File: config.mk
export PLATFORM = sky130hd
export DESIGN_NAME = axi_err_monitor
export DESIGN_NICKNAME = d
export VERILOG_FILES = /design/src/rtl/axi_err_monitor.sv
export SDC_FILE = /design/constraint.sdc
export NUM_CORES = 1
export LEC_CHECK = 0
export CAP_MARGIN = 40
export CORE_MARGIN = 4
export CORE_UTILIZATION = 45
export CTS_BUF_LIST = sky130_fd_sc_hd__clkbuf_2
export CTS_CLUSTER_DIAMETER = 30
export DETAILED_ROUTE_END_ITERATION = 10
export GPL_TIMING_DRIVEN = 0
export PLACE_DENSITY = 0.65
export SLEW_MARGIN = 20
export SYNTH_ARGS = -nofsm -noshare
export SYNTH_HDL_FRONTEND = slang
export SYNTH_SLANG_ARGS = --single-unit
File: constraint.sdc
create_clock -name ACLK -period 2.92 [get_ports ACLK]
set_clock_uncertainty 0.05 [all_clocks]
set_input_delay 0.438 -clock ACLK [delete_from_list [all_inputs] [get_ports ACLK]]
set_output_delay 0.438 -clock ACLK [all_outputs]
set_load 0.005 [all_outputs]
File: src/rtl/axi_err_monitor.sv
// rtl/axi_err_monitor.sv - passive AXI error snoop: outstanding-address FIFOs, error counters, first-error capture
// Optional AXI_ERR_MON_ID_EN adds ID ports, ID storage beside addresses and an ERR_ID capture.

module axi_err_mon_fifo #(
  parameter int W     = 32,
  parameter int DEPTH = 4
) (
  input  logic         ACLK,
  input  logic         ARESETn,
  input  logic         push,
  input  logic [W-1:0] push_data,
  input  logic         pop,
  output logic [W-1:0] head,
  output logic         ovf_evt
);
  localparam int AW = $clog2(DEPTH);

  logic [AW:0]  wr_q, wr_d, rd_q, rd_d;
  logic [W-1:0] mem_q [DEPTH];
  logic [W-1:0] mem_d [DEPTH];
  logic         empty, full, do_push, do_pop;

  always_comb begin
    empty   = (wr_q == rd_q);
    full    = (wr_q[AW] != rd_q[AW]) && (wr_q[AW-1:0] == rd_q[AW-1:0]);
    do_pop  = pop && !empty;
    // A pop in the same cycle frees the slot the push lands in.
    do_push = push && (!full || do_pop);
    ovf_evt = (push && full && !do_pop) || (pop && empty);
    head    = empty ? '0 : mem_q[rd_q[AW-1:0]];
    mem_d   = mem_q;
    wr_d    = wr_q;
    rd_d    = rd_q;
    if (do_push) begin
      mem_d[wr_q[AW-1:0]] = push_data;
      wr_d                = wr_q + 1'b1;
    end
    if (do_pop) begin
      rd_d = rd_q + 1'b1;
    end
  end

  always_ff @(posedge ACLK or negedge ARESETn) begin
    if (!ARESETn) begin
      wr_q <= '0;
      rd_q <= '0;
      for (int i = 0; i < DEPTH; i++) begin
        mem_q[i] <= '0;
      end
    end else begin
      wr_q  <= wr_d;
      rd_q  <= rd_d;
      mem_q <= mem_d;
    end
  end
endmodule

module axi_err_monitor #(
  parameter int WIDTH_SID = 8,
  parameter int WIDTH_AD  = 32,
  parameter int DEPTH     = 4
) (
  input  logic                 ACLK,
  input  logic                 ARESETn,
  input  logic [WIDTH_AD-1:0]  AWADDR,
  input  logic                 AWVALID,
  input  logic                 AWREADY,
  input  logic [1:0]           BRESP,
  input  logic                 BVALID,
  input  logic                 BREADY,
  input  logic [WIDTH_AD-1:0]  ARADDR,
  input  logic                 ARVALID,
  input  logic                 ARREADY,
  input  logic [1:0]           RRESP,
  input  logic                 RLAST,
  input  logic                 RVALID,
  input  logic                 RREADY,
  input  logic                 CLR,
`ifdef AXI_ERR_MON_ID_EN
  input  logic [WIDTH_SID-1:0] AWID,
  input  logic [WIDTH_SID-1:0] BID,
  input  logic [WIDTH_SID-1:0] ARID,
  input  logic [WIDTH_SID-1:0] RID,
  output logic [WIDTH_SID-1:0] ERR_ID,
`endif
  output logic [15:0]          WERR_CNT,
  output logic [15:0]          RERR_CNT,
  output logic                 ERR_VALID,
  output logic [WIDTH_AD-1:0]  ERR_ADDR,
  output logic [1:0]           ERR_RESP,
  output logic                 ERR_WRITE,
  output logic                 OVF,
  output logic                 ERR_IRQ
);
`ifdef AXI_ERR_MON_ID_EN
  localparam int EW = WIDTH_AD + WIDTH_SID;
`else
  localparam int EW = WIDTH_AD;
`endif

  logic          w_push, w_pop, r_push, r_beat, r_last;
  logic          w_ovf_evt, r_ovf_evt, id_bad;
  logic [EW-1:0] w_push_data, r_push_data, w_head, r_head;
  logic          w_err, r_err;
  logic [1:0]    r_err_resp;

  logic          rsticky_q, rsticky_d;
  logic [1:0]    rsticky_resp_q, rsticky_resp_d;
  logic [15:0]   werr_cnt_q, werr_cnt_d, rerr_cnt_q, rerr_cnt_d;
  logic          err_valid_q, err_valid_d, err_write_q, err_write_d, ovf_q, ovf_d;
  logic [WIDTH_AD-1:0] err_addr_q, err_addr_d;
  logic [1:0]    err_resp_q, err_resp_d;
`ifdef AXI_ERR_MON_ID_EN
  logic [WIDTH_SID-1:0] err_id_q, err_id_d;
`endif

  assign w_push = AWVALID && AWREADY;
  assign w_pop  = BVALID && BREADY;
  assign r_push = ARVALID && ARREADY;
  assign r_beat = RVALID && RREADY;
  assign r_last = r_beat && RLAST;

`ifdef AXI_ERR_MON_ID_EN
  assign w_push_data = {AWID, AWADDR};
  assign r_push_data = {ARID, ARADDR};
  assign id_bad = (w_pop && (BID != w_head[EW-1:WIDTH_AD])) ||
                  (r_beat && (RID != r_head[EW-1:WIDTH_AD]));
`else
  assign w_push_data = AWADDR;
  assign r_push_data = ARADDR;
  assign id_bad      = 1'b0;
`endif

  axi_err_mon_fifo #(.W(EW), .DEPTH(DEPTH)) u_wfifo (
    .ACLK(ACLK), .ARESETn(ARESETn), .push(w_push), .push_data(w_push_data),
    .pop(w_pop), .head(w_head), .ovf_evt(w_ovf_evt)
  );

  axi_err_mon_fifo #(.W(EW), .DEPTH(DEPTH)) u_rfifo (
    .ACLK(ACLK), .ARESETn(ARESETn), .push(r_push), .push_data(r_push_data),
    .pop(r_last), .head(r_head), .ovf_evt(r_ovf_evt)
  );

  always_comb begin
    w_err          = w_pop && BRESP[1];
    r_err          = r_last && (rsticky_q || RRESP[1]);
    r_err_resp     = rsticky_q ? rsticky_resp_q : RRESP;
    rsticky_d      = rsticky_q;
    rsticky_resp_d = rsticky_resp_q;
    if (r_last) begin
      rsticky_d = 1'b0;
    end else if (r_beat && RRESP[1] && !rsticky_q) begin
      rsticky_d      = 1'b1;
      rsticky_resp_d = RRESP;
    end

    // CLR zeroes the base value, so an error completing alongside it still lands.
    werr_cnt_d  = CLR ? 16'h0 : werr_cnt_q;
    rerr_cnt_d  = CLR ? 16'h0 : rerr_cnt_q;
    err_valid_d = CLR ? 1'b0 : err_valid_q;
    err_addr_d  = CLR ? '0 : err_addr_q;
    err_resp_d  = CLR ? 2'b00 : err_resp_q;
    err_write_d = CLR ? 1'b0 : err_write_q;
    ovf_d       = (CLR ? 1'b0 : ovf_q) || w_ovf_evt || r_ovf_evt || id_bad;
`ifdef AXI_ERR_MON_ID_EN
    err_id_d    = CLR ? '0 : err_id_q;
`endif

    if (w_err && werr_cnt_d != 16'hFFFF) begin
      werr_cnt_d = werr_cnt_d + 16'h1;
    end
    if (r_err && rerr_cnt_d != 16'hFFFF) begin
      rerr_cnt_d = rerr_cnt_d + 16'h1;
    end

    if (!err_valid_d && w_err) begin
      err_valid_d = 1'b1;
      err_addr_d  = w_head[WIDTH_AD-1:0];
      err_resp_d  = BRESP;
      err_write_d = 1'b1;
`ifdef AXI_ERR_MON_ID_EN
      err_id_d    = w_head[EW-1:WIDTH_AD];
`endif
    end else if (!err_valid_d && r_err) begin
      err_valid_d = 1'b1;
      err_addr_d  = r_head[WIDTH_AD-1:0];
      err_resp_d  = r_err_resp;
      err_write_d = 1'b0;
`ifdef AXI_ERR_MON_ID_EN
      err_id_d    = r_head[EW-1:WIDTH_AD];
`endif
    end
  end

  always_ff @(posedge ACLK or negedge ARESETn) begin
    if (!ARESETn) begin
      rsticky_q      <= 1'b0;
      rsticky_resp_q <= 2'b00;
      werr_cnt_q     <= 16'h0;
      rerr_cnt_q     <= 16'h0;
      err_valid_q    <= 1'b0;
      err_addr_q     <= '0;
      err_resp_q     <= 2'b00;
      err_write_q    <= 1'b0;
      ovf_q          <= 1'b0;
`ifdef AXI_ERR_MON_ID_EN
      err_id_q       <= '0;
`endif
    end else begin
      rsticky_q      <= rsticky_d;
      rsticky_resp_q <= rsticky_resp_d;
      werr_cnt_q     <= werr_cnt_d;
      rerr_cnt_q     <= rerr_cnt_d;
      err_valid_q    <= err_valid_d;
      err_addr_q     <= err_addr_d;
      err_resp_q     <= err_resp_d;
      err_write_q    <= err_write_d;
      ovf_q          <= ovf_d;
`ifdef AXI_ERR_MON_ID_EN
      err_id_q       <= err_id_d;
`endif
    end
  end

  assign WERR_CNT  = werr_cnt_q;
  assign RERR_CNT  = rerr_cnt_q;
  assign ERR_VALID = err_valid_q;
  assign ERR_ADDR  = err_addr_q;
  assign ERR_RESP  = err_resp_q;
  assign ERR_WRITE = err_write_q;
  assign OVF       = ovf_q;
  assign ERR_IRQ   = err_valid_q | ovf_q;
`ifdef AXI_ERR_MON_ID_EN
  assign ERR_ID    = err_id_q;
`endif
endmodule

; After elaboration in Yosys (flattened, before gate mapping)
; Cells that the tools add are included.
[word_totals]
reg_bits = 340
input_bits = 80
[op_classes]
reduce_logical = 45
bitwise_logic = 6
add_sub_neg = 6
n_eq_ne = 8
order_cmp = 6
n_mux = 34
[op_table]
columns = cell, n
row1 = 32-bit 2-to-1 mux, 11
row2 = 128-bit bitwise mux, 2
row3 = 32-bit binary-select mux with 2-bit select, 2
row4 = 32-bit demux with 2-bit select, 2
row5 = 16-bit 2-to-1 mux, 4
row6 = 16-bit by 1-bit adder with 16-bit output (second input constant), 2
row7 = 16-bit inequality test (second input constant), 2
row8 = 1-bit logical AND, 27
row9 = 3-bit by 1-bit adder with 3-bit output (second input constant), 4
row10 = 3-bit greater-or-equal comparator (second input constant), 4
row11 = 2-bit inverter with 3-bit output, 4
row12 = 1-bit 2-to-1 mux, 9
row13 = 1-bit zero test, 8
row14 = 2-bit 2-to-1 mux, 4
row15 = 1-bit logical OR, 7
row16 = 3-bit equality test, 2
row17 = 3-bit by 1-bit < comparator with 1-bit output (second input constant), 2
row18 = 2-bit equality test, 2
row19 = 3-bit nonzero test, 1
row20 = 1-bit inequality test, 2
row21 = 2-bit AND reduction, 1
row22 = 2-bit nonzero test, 1
row23 = 1-bit inverter, 1
row24 = 1-bit OR, 1

; Longest topological paths before layout
; Gate-level depths: netlist (run 1).
[depth]
depth_word = 8
mapped_depth = 9

; Cells and area by module
; From an unflattened synthesis (run 1), not the netlist that was laid out.
[hier_totals]
hier_cells = 1093
hier_area_um2 = 16290.6
[by_module_without_submodules]
columns = mod, n_inst, cells_per_inst, seq_area_each_um2, area_each_um2
row1 = axi_err_mon_fifo, 2, 382, 3353.2, 6411.1
row2 = axi_err_monitor, 1, 329, 1801.7, 3468.3

; Least setup slack after synthesis (run 1)
; No wires, ideal clock.
[synth_timing]
kind = input -> register
from = input port CLR
to = register rerr_cnt_q[10], in the netlist RERR_CNT[10]
setup_time_ns = 0.125
required_ns = 2.745
path_buffers = 2
slack_ns = 0.549
cell_stages = 8
arrival_time_ns = 2.196
cell_sequence = buf_2 clkbuf_1 nor2b_1 ha_1 nand2_1 or3_1 a211oi_1 mux2_2
[synth_via]
elab_chain_cells = 4
[synth_rtl]
columns = item, line
row1 = start: declaration, 78  ; input logic CLR,
row2 = 16-bit 2-to-1 mux (*), 159  ; rerr_cnt_d = CLR ? 16'h0 : rerr_cnt_q;
row3 = "parallel branches: the longest is 2 deep, another holds 16-bit by 1-bit adder with 16-bit output", --
row4 = 16-bit 2-to-1 mux (*), 172  ; if (r_err && rerr_cnt_d != 16'hFFFF) begin
row5 = named net rerr_cnt_d[10], 109  ; logic [15:0] werr_cnt_q, werr_cnt_d, rerr_cnt_q, rerr_cnt_d;
row6 = end signal: assignment, 213  ; rerr_cnt_q <= rerr_cnt_d;
row7 = end: declaration, 109
; Mark *: on every way through the listed nets, which the timed path passes.
; A chain may end at the register's enable or synchronous reset.

; Worst setup path in the final report (run 1)
[layout_timing]
from = register err_valid_q, in the netlist ERR_VALID
to = output port ERR_IRQ
[layout_via]
elab_chain_cells = 1
[layout_rtl]
columns = item, line
row1 = start: declaration, 110  ; logic err_valid_q, err_valid_d, err_write_q, err_write_d, ovf_q, ovf_d;
row2 = start signal: assignment, 214  ; err_valid_q <= err_valid_d;
row3 = 1-bit OR, 232  ; assign ERR_IRQ = err_valid_q | ovf_q;
row4 = end: declaration, 93  ; output logic ERR_IRQ
; Every way passes these cells.

==> results of run 1 <==
==> through the flow <==
stage,hold slack (ns),utilization,std cells,power [W],setup slack (ns)
6_report,0.127,0.552,1810,0.0179,0.338
5_1_grt,0.0368,0.552,1810,0.0191,0.216
3_5_place_dp,0.396,0.523,1632,0.0145,-0.532
2_1_floorplan,0.0924,-,1029,0.0124,0.549
3_3_place_gp,0.381,0.520,1626,0.0142,-13.72
4_1_cts,0.00509,0.552,1809,0.0182,0.211
==> cells in the mapped netlist, types with 13 or more instances <==
master and number:
dfrtp_1 340, mux2_2 238, mux4_2 64, nor2b_1 43, a221o_1 33, mux2_4 30
nand2_1 30, nor2_1 21, buf_2 20, a21oi_1 19, clkbuf_1 19, xnor2_1 19
buf_4 13, nand4_1 13
==> per-layer routing <==
layer,global-route usage,vias to the layer above,share of wire
met2,0.301,239,0.48
met1,0.259,4975,0.45
li1,-,4434,-
met5,0,-,0.00076
met4,0.0577,4,0.014
met3,0.0501,44,0.061
==> cell type report <==
type | instances | area [sq um] | share of cell area
repair buffers | 159 | 1670 | 0.0896
inverters | 10 | 37.5 | 0.00201
clock buffers | 138 | 691 | 0.0370
well taps | 448 | 561 | 0.0301
clock inverters | 35 | 228 | 0.0122
multi-input cells | 619 | 6610 | 0.354
plain buffers | 60 | 344 | 0.0184
diodes | 1 | 2.50 | 0.000134
flip-flops and latches | 340 | 8510 | 0.456
==> logic make-up after synthesis <==
logic type	Yosys count
buffers and inverters	70
and+or+nand+nor	160
DFF	340
adders and majority gates	11
AOI/OAI and AO/OA	87
xor gates and xnor gates	28
muxes	333
==> worst max-delay path, cell delays in order, from the launching register on <==
cell	delay, ns
dfrtp_1	0.43
or2_2	0.30
clkdlybuf4s50_1	0.44
==> registers in the layout, indices dropped and copies added, names as in the netlist <==
register	flops
rsticky_q	1
u_wfifo.wr_q	3
u_rfifo.mem_q	128
ERR_VALID	1
u_rfifo.rd_q	3
ERR_WRITE	1
RERR_CNT	16
u_rfifo.wr_q	3
rsticky_resp_q	2
WERR_CNT	16
u_wfifo.rd_q	3
u_wfifo.mem_q	128
ERR_RESP	2
OVF	1
ERR_ADDR	32
==> worst min-delay path by stage <==
| stage | endpoint | cells after the start |
|---|---|---|
| after CTS | u_wfifo.mem_q[113] | 2 |
| after global placement | rsticky_resp_q[1] | 2 |
| after global routing | u_wfifo.mem_q[81] | 2 |
| after floorplan | ERR_ADDR[0] | 0 |
| final | u_rfifo.mem_q[123] | 2 |
| after detailed placement | rsticky_resp_q[1] | 2 |
==> power groups by stage <==
stage | sequential, W | combinational [W] | clock, W
finish | 0.00781 | 0.00652 | 0.00357
global route | 0.00802 | 0.00704 | 0.00400
CTS | 0.00780 | 0.00662 | 0.00374
detailed placement | 0.00787 | 0.00660 | 0
global placement | 0.00785 | 0.00639 | 0
floorplan | 0.00755 | 0.00488 | 0
==> impl_metrics.ini, run 1 <==
[clocking]
cts_root_buf = clkbuf_2
cts_setup_buffers = 0
htree_num_levels = 3
cts_hold_buffers = 4
cts_tree = built
clkLatencyLatePin_ns = 0.95
cts.sinks = 340
clk_pin_slew_worst_paths_ns = 0.10
max-clock-path-buffers = 3
cts_made_buffers = 95
cts_resized = 0

[yosys]
ys.warnings.count = 0
synth_top_family_by_area = multiplexers
synth.top_cell.area_share = 0.549
syn_inst = 1029
synth_mux_area_frac = 0.296
synthXorXnorAreaFrac = 0.0163
ys_ff_latch = 340
yosysTopAreaCell = dfrtp_1
synth_nets = 1120
yosys.area_share.simple = 0.0582
async_reset_ff_frac = 1.00
synth_compound_area_frac = 0.0475
yosys-top-cells-area = dfrtp_1 55%, mux2_2 17%, mux4_2 9.3%, mux2_4 2.9%, a221o_1 2.1%
synth_edf_count = 0
synthesis.area_sq_um = 15500
synthFlopType = dfrtp_1
synth.avg_cell_area_sq_um = 15.1
yosysSeqAreaShare = 0.549
synth_fa_ha_area_frac = 0.00888
yosysUniqueCellTypes = 56

[timing]
max_freq_mhz = 387
tightest_slew_ns = 0.697
fin_crit_ns = 2.58
fin_tns_setup_ns = 0
hold_viol = 0
final.period_utilization = 0.884
slew_viol_final = 0
setup_viol = 0
rsz0062_at_grt = no
slew_headroom = 0.535

[floorplanning]
die_h_um = 194
design.die.area_sq_um = 37500
start_util = 0.459
die_w_um = 194
rows = 67
coreArea_sq_um = 33800
pin_count = 150

[setup_path]
setup.worst_path.start_class = flip-flop
cp-end-kind = primary output
r2r-end = ERR_ADDR[26]
reg2reg_depth = 6
worstSetupStartpoint = ERR_VALID
rrSetupSlack_ns = 0.44
cp_max_fo = 4
r2r_start = rsticky_q
required_ns = 2.43
crit_end = ERR_IRQ
path_class = flip-flop to primary output
cp_data_arrival_time_ns = 2.09

[grt]
grt_overflow = 0
grt_pass1_vias = 10400
grt_use_total = 0.190
grt_max_degree = 98
antenna_found_initial = 3
grt_pass1_wl_um = 57000

[power]
p_switching_w = 0.00552
pwr-share-comb = 0.364
internal_power_w = 0.0124
clockPowerShare = 0.200
leakage_nw = 8.07
power_density_nw_per_um2 = 960
switching_share = 0.308
seqPwrFrac = 0.436
ir_drop_uv = 441

[placed_design]
place_congestion = 0.818
dpl.hpwl_um = 24200
placed_area_sq_um = 17700
port_buffers = 149

[drt]
viasPerCell = 5.36
drt_iter0_drc = 451
ant_nets = 0
wl_um = 35500
drt_first_pass_iters = 4
via_count = 9696
drc = 0
wl_per_cell_um = 19.6

[cells_and_area]
syn_to_final_growth_pct = 20.3
final_common_cell = dfrtp_1
final_cell_mix = 340 x dfrtp_1, 238 x mux2_2, 148 x clkdlybuf4s50_1
drive_gt1_frac = 0.399
final_design_area_no_fill_sq_um = 18700
fin_nets = 1376
fillCellCount = 2797

[status]
status = finished clean

[job]
maxCapViolations = 0

[worst_hold_path]
hp-start = ARADDR[27]
hold_path_class = input pin to flip-flop
Power figures use the tool's default switching activity.
==> run 2, diff against run 1 <==
==> constraint.sdc (replaced) <==
create_clock -name ACLK -period 2.92 [get_ports ACLK]
set_clock_uncertainty 0.05 [all_clocks]
set_input_delay 0.292 -clock ACLK [delete_from_list [all_inputs] [get_ports ACLK]]
set_output_delay 0.292 -clock ACLK [all_outputs]
set_load 0.005 [all_outputs]
==> impl_metrics.ini, run 2 (synthesis gave the netlist of run 1 again) <==
[grt]
grt_pass1_wl_um = 58000
grt_use_total = 0.192
grtUsageMet1 = 0.264
antenna_found_initial = 2
grt_util_met2 = 0.306
grt-busiest-layer = met2
grt_use_met3 = 0.0456
grt_max_degree = 98
grt_pass1_vias = 10700
grt_overflow = 0

[floorplanning]
design.die.area_sq_um = 37500
die_w_um = 194
pin_count = 150
coreArea_sq_um = 33800
die_h_um = 194
start_util = 0.459
rows = 67

[setup_path]
cp-end-kind = flip-flop
crit_family = compound AO/OA/AOI/OAI gates
crit_chain = clkbuf_1, o2111ai_2, a21oi_1, nor2_1, clkbuf_1, a221o_1
setup.worst_path.start_class = flip-flop
critPathSlowestCell = nor2_1
path_class = flip-flop to flip-flop
crit_top_cell = clkbuf_1
cp_max_fo = 10
path_buf_inv = 2
required_ns = 3.70
critPathMaxStageDelay_ns = 0.54
cp_data_arrival_time_ns = 3.25

[clocking]
max-clock-path-buffers = 3
cts.sinks = 340
cts_root_buf = clkbuf_2
cts_tree = built
clk_pin_slew_worst_paths_ns = 0.09
cts_setup_buffers = 0
clkLatencyLatePin_ns = 0.94
cts_resized = 0
htree_num_levels = 3
cts_made_buffers = 95

[power]
power_density_nw_per_um2 = 929
finalPower_w = 0.0180
ir_drop_uv = 441
leakage_nw = 8.36

[timing]
fin_tns_setup_ns = 0
fin_crit_ns = 2.48
max_freq_mhz = 404
setup_viol = 0
tightest_slew_ns = 0.679
slew_viol_final = 0
hold_viol = 0
fin_hold_ws_ns = 0.142
rsz0062_at_grt = no
slew_headroom = 0.546
final.period_utilization = 0.848

[drt]
drt_first_pass_iters = 5
ant_nets = 0
wl_per_cell_um = 19.1
viasPerCell = 5.31
drc = 0
wl_um = 35900
via_count = 9975
drt_iter0_drc = 415

[placed_design]
dp.cells = 1632
port_buffers = 149
place_congestion = 0.818
dpl.hpwl_um = 24200

[status]
status = finished clean

[cells_and_area]
fin_nets = 1445
syn_to_final_growth_pct = 24.8
drive_gt1_frac = 0.380
final_core_util = 0.573
final_common_cell = dfrtp_1
stdcell_count = 1879
final_cell_mix = 340 x dfrtp_1, 238 x mux2_2, 148 x clkdlybuf4s50_1

[job]
maxCapViolations = 0

[worst_hold_path]
hold_path_class = input pin to flip-flop
[run 2: changes by cell type in the layout (fill, tap and decap cells not counted)]
cell,delta
dlygate4sd3_1,+69
[run 2: metal layers]
layer  routed length, um  vias up
li1                    -     4573
met1               16200     5116
met2               17200      241
met3                1900       43
met4                 518        2
met5                  13        -
[run 2: repair_timing]
item	in CTS	in global routing
endpoints found under the hold margin	523	0
endpoints found under the setup margin	0	0
hold buffers	73	0
[run 2: tightest hold or removal path, cell delays in order]
cell and delay (ns):
clkdlybuf4s50_1 0.46, o311a_1 0.19, xor2_1 0.13
[run 2: metrics by stage]
stage	area (sq um)	setup WS, ns
after global placement	17600	-13.57
after global routing	19300	0.271
after detailed placement	17700	-0.386
after floorplan	15500	0.695
after CTS	19300	0.357
final	19300	0.444
[run 2: final timing paths]
check	from	end	slack [ns]	cells after the start
min in group asynchronous	ARESETn	RERR_CNT[12]	0.50	4
worst max-delay path	rsticky_q	ERR_ADDR[15]	0.44	6
worst min register to register	rsticky_resp_q[1]	rsticky_resp_q[1]	0.41	2
worst min-delay path	BREADY	u_wfifo.rd_q[0]	0.14	3
worst max register to register	rsticky_q	ERR_ADDR[15]	0.44	6
max in group asynchronous	ARESETn	u_rfifo.mem_q[23]	1.55	5
[run 2: power breakdown]
part           internal [W]  total (W)  switching [W]
clock               0.00155    0.00357        0.00203
combinational       0.00415    0.00658        0.00243
sequential          0.00675    0.00781        0.00106
[run 2: layout make-up]
cell class,count,area [sq um]
fillers,2734,14400
flip-flops and latches,340,8510
multi-input cells,619,6610
repair buffers,228,2360
clock buffers,138,691
well taps,448,561
plain buffers,60,344
clock inverters,35,228
inverters,10,37.5
diodes,1,2.50
==> run 3, diff against run 2 <==
--- a/config.mk
+++ b/config.mk
@@ -12,7 +12,7 @@
 export CTS_CLUSTER_DIAMETER = 30
 export DETAILED_ROUTE_END_ITERATION = 10
 export GPL_TIMING_DRIVEN = 0
-export PLACE_DENSITY = 0.65
+export PLACE_DENSITY = 0.68
 export SLEW_MARGIN = 20
 export SYNTH_ARGS = -nofsm -noshare
 export SYNTH_HDL_FRONTEND = slang
==> constraint.sdc (replaced) <==
create_clock -name ACLK -period 1.99 [get_ports ACLK]
set_clock_uncertainty 0.05 [all_clocks]
set_input_delay 0.199 -clock ACLK [delete_from_list [all_inputs] [get_ports ACLK]]
set_output_delay 0.199 -clock ACLK [all_outputs]
set_load 0.005 [all_outputs]
==> impl_metrics.ini, run 3 (synthesis gave the netlist of run 1 again) <==
[status]
status = complete, but fails checks
violations = negative setup slack

[drt]
viasPerCell = 5.35
wl_um = 37900
drt_iter0_drc = 506
drt_first_pass_iters = 5
ant_nets = 0
via_count = 10500
wl_per_cell_um = 19.4
drc = 0

[timing]
fin_crit_ns = 2.04
slew_viol_final = 0
timing.final.ws_setup_ns = -0.0519
fin_tns_setup_ns = -0.426
hold_viol = 0
rsz0062_at_grt = yes
setup_viol = 23
slew_headroom = 0.553
final.period_utilization = 1.03
tightest_slew_ns = 0.670
max_freq_mhz = 490

[setup_path]
path_class = flip-flop to primary output
crit_top_cell = buf_6
critPathMaxStageDelay_ns = 0.41
required_ns = 1.74
setup.worst_path.start_class = flip-flop
cp_data_arrival_time_ns = 1.79
path_buf_inv = 4
cp-end-kind = primary output
critPathSlowestCell = dfrtp_1
cp_max_fo = 2
crit_family = buffers and inverters
crit_chain = buf_4, buf_6, buf_6, buf_6

[cells_and_area]
syn_to_final_growth_pct = 32.1
fillCellCount = 2646
final_common_cell = dfrtp_1
stdcell_count = 1958
final_cell_mix = 333 x dfrtp_1, 236 x mux2_2, 152 x clkbuf_2
drive_gt1_frac = 0.455
fin_nets = 1539
final_core_util = 0.606

[clocking]
clk_pin_slew_worst_paths_ns = 0.11
htree_num_levels = 3
clkLatencyLatePin_ns = 0.94
cts.sinks = 340
cts_tree = built
cts_root_buf = clkbuf_2
cts_made_buffers = 96
max-clock-path-buffers = 3

[grt]
grt_use_total = 0.199
grt_pass1_vias = 11500
grt_max_degree = 95
grt_overflow = 0
grt_pass1_wl_um = 60800
antenna_found_initial = 2

[worst_hold_path]
hold_path_class = input pin to flip-flop

[floorplanning]
design.die.area_sq_um = 37500
coreArea_sq_um = 33800
die_h_um = 194
pin_count = 150
rows = 67
start_util = 0.459
die_w_um = 194

[power]
ir_drop_uv = 599
leakage_nw = 9.34
power_density_nw_per_um2 = 1320
finalPower_w = 0.0269

[placed_design]
place_congestion = 0.857
port_buffers = 149
dp.cells = 1629
dpl.hpwl_um = 24200

[job]
maxCapViolations = 0
## run 3: cell count changes in the layout (fill, tap and decap cells not counted), sizes merged
cell / change
clkinv: -9
clkdlybuf4s15: +12
clkdlybuf4s50: -70
clkinvlp: -1
buf: +90
clkbuf: +2
bufinv: -3
inv: -1
dlygate4sd2: +54
diode: +1
dlygate4sd3: +4
## run 3: final cells by class
cell class | count | area (sq um) | share of cell area
diodes | 2 | 5.00 | 0.000244
plain buffers | 59 | 583 | 0.0285
clock buffers | 137 | 686 | 0.0335
clock inverters | 21 | 91.3 | 0.00446
inverters | 10 | 37.5 | 0.00183
multi-input cells | 619 | 6930 | 0.338
flip-flops and latches | 340 | 8520 | 0.416
well taps | 448 | 561 | 0.0274
repair buffers | 322 | 3070 | 0.150
## run 3: tightest hold or removal path, stage by stage
cell             delay [ns]
clkdlybuf4s50_1        0.55
o2111ai_4              0.19
nand3_1                0.08
## run 3: repair_timing
| item | in CTS | in global routing |
|---|---|---|
| gates resized for setup | 173 | 74 |
| endpoints found under the setup margin | 360 | 257 |
| setup buffers | 63 | 27 |
| hold buffers | 76 | 0 |
| pin swaps | 9 | 19 |
| cloned | 0 | 4 |
| hold endpoints to repair | 522 | 0 |
## run 3: per-stage QoR
step	worst slack (ns)	area, sq um	hold WS [ns]
finish	-0.0519	20500	0.0894
global route	-0.187	20500	0.0443
CTS	-0.192	19900	0.0256
detailed placement	-1.00	17700	0.166
global placement	-14.27	17600	0.382
floorplan	-0.0644	15500	-0.147
## run 3: path summary, 6_finish.rpt
check                                  start            endpoint  slack, ns  depth (start not counted)
max reg2reg                      RERR_CNT[6]        RERR_CNT[13]      -0.04                          5
min in group asynchronous            ARESETn  u_rfifo.mem_q[104]       0.34                          3
max                                      OVF                 OVF      -0.05                          4
min                                   RVALID           ERR_VALID       0.09                          3
min reg2reg                rsticky_resp_q[1]   rsticky_resp_q[1]       0.42                          2
max in group asynchronous            ARESETn   u_wfifo.mem_q[25]       0.22                          5
## run 3: layer usage
metal | global-route usage | share of wire
met4 | 0.0650 | 0.018
met5 | 0 | 0.00034
met2 | 0.326 | 0.49
met3 | 0.0478 | 0.053
met1 | 0.265 | 0.43
## run 3: report_power, final
group | switching [W] | internal, W | total (W) | leakage, nW
Combinational | 0.00394 | 0.00673 | 0.0107 | 4.52
Clock | 0.00287 | 0.00182 | 0.00469 | 0.622
Sequential | 0.00165 | 0.00991 | 0.0116 | 4.20
Total | 0.00846 | 0.0185 | 0.0269 | 9.34
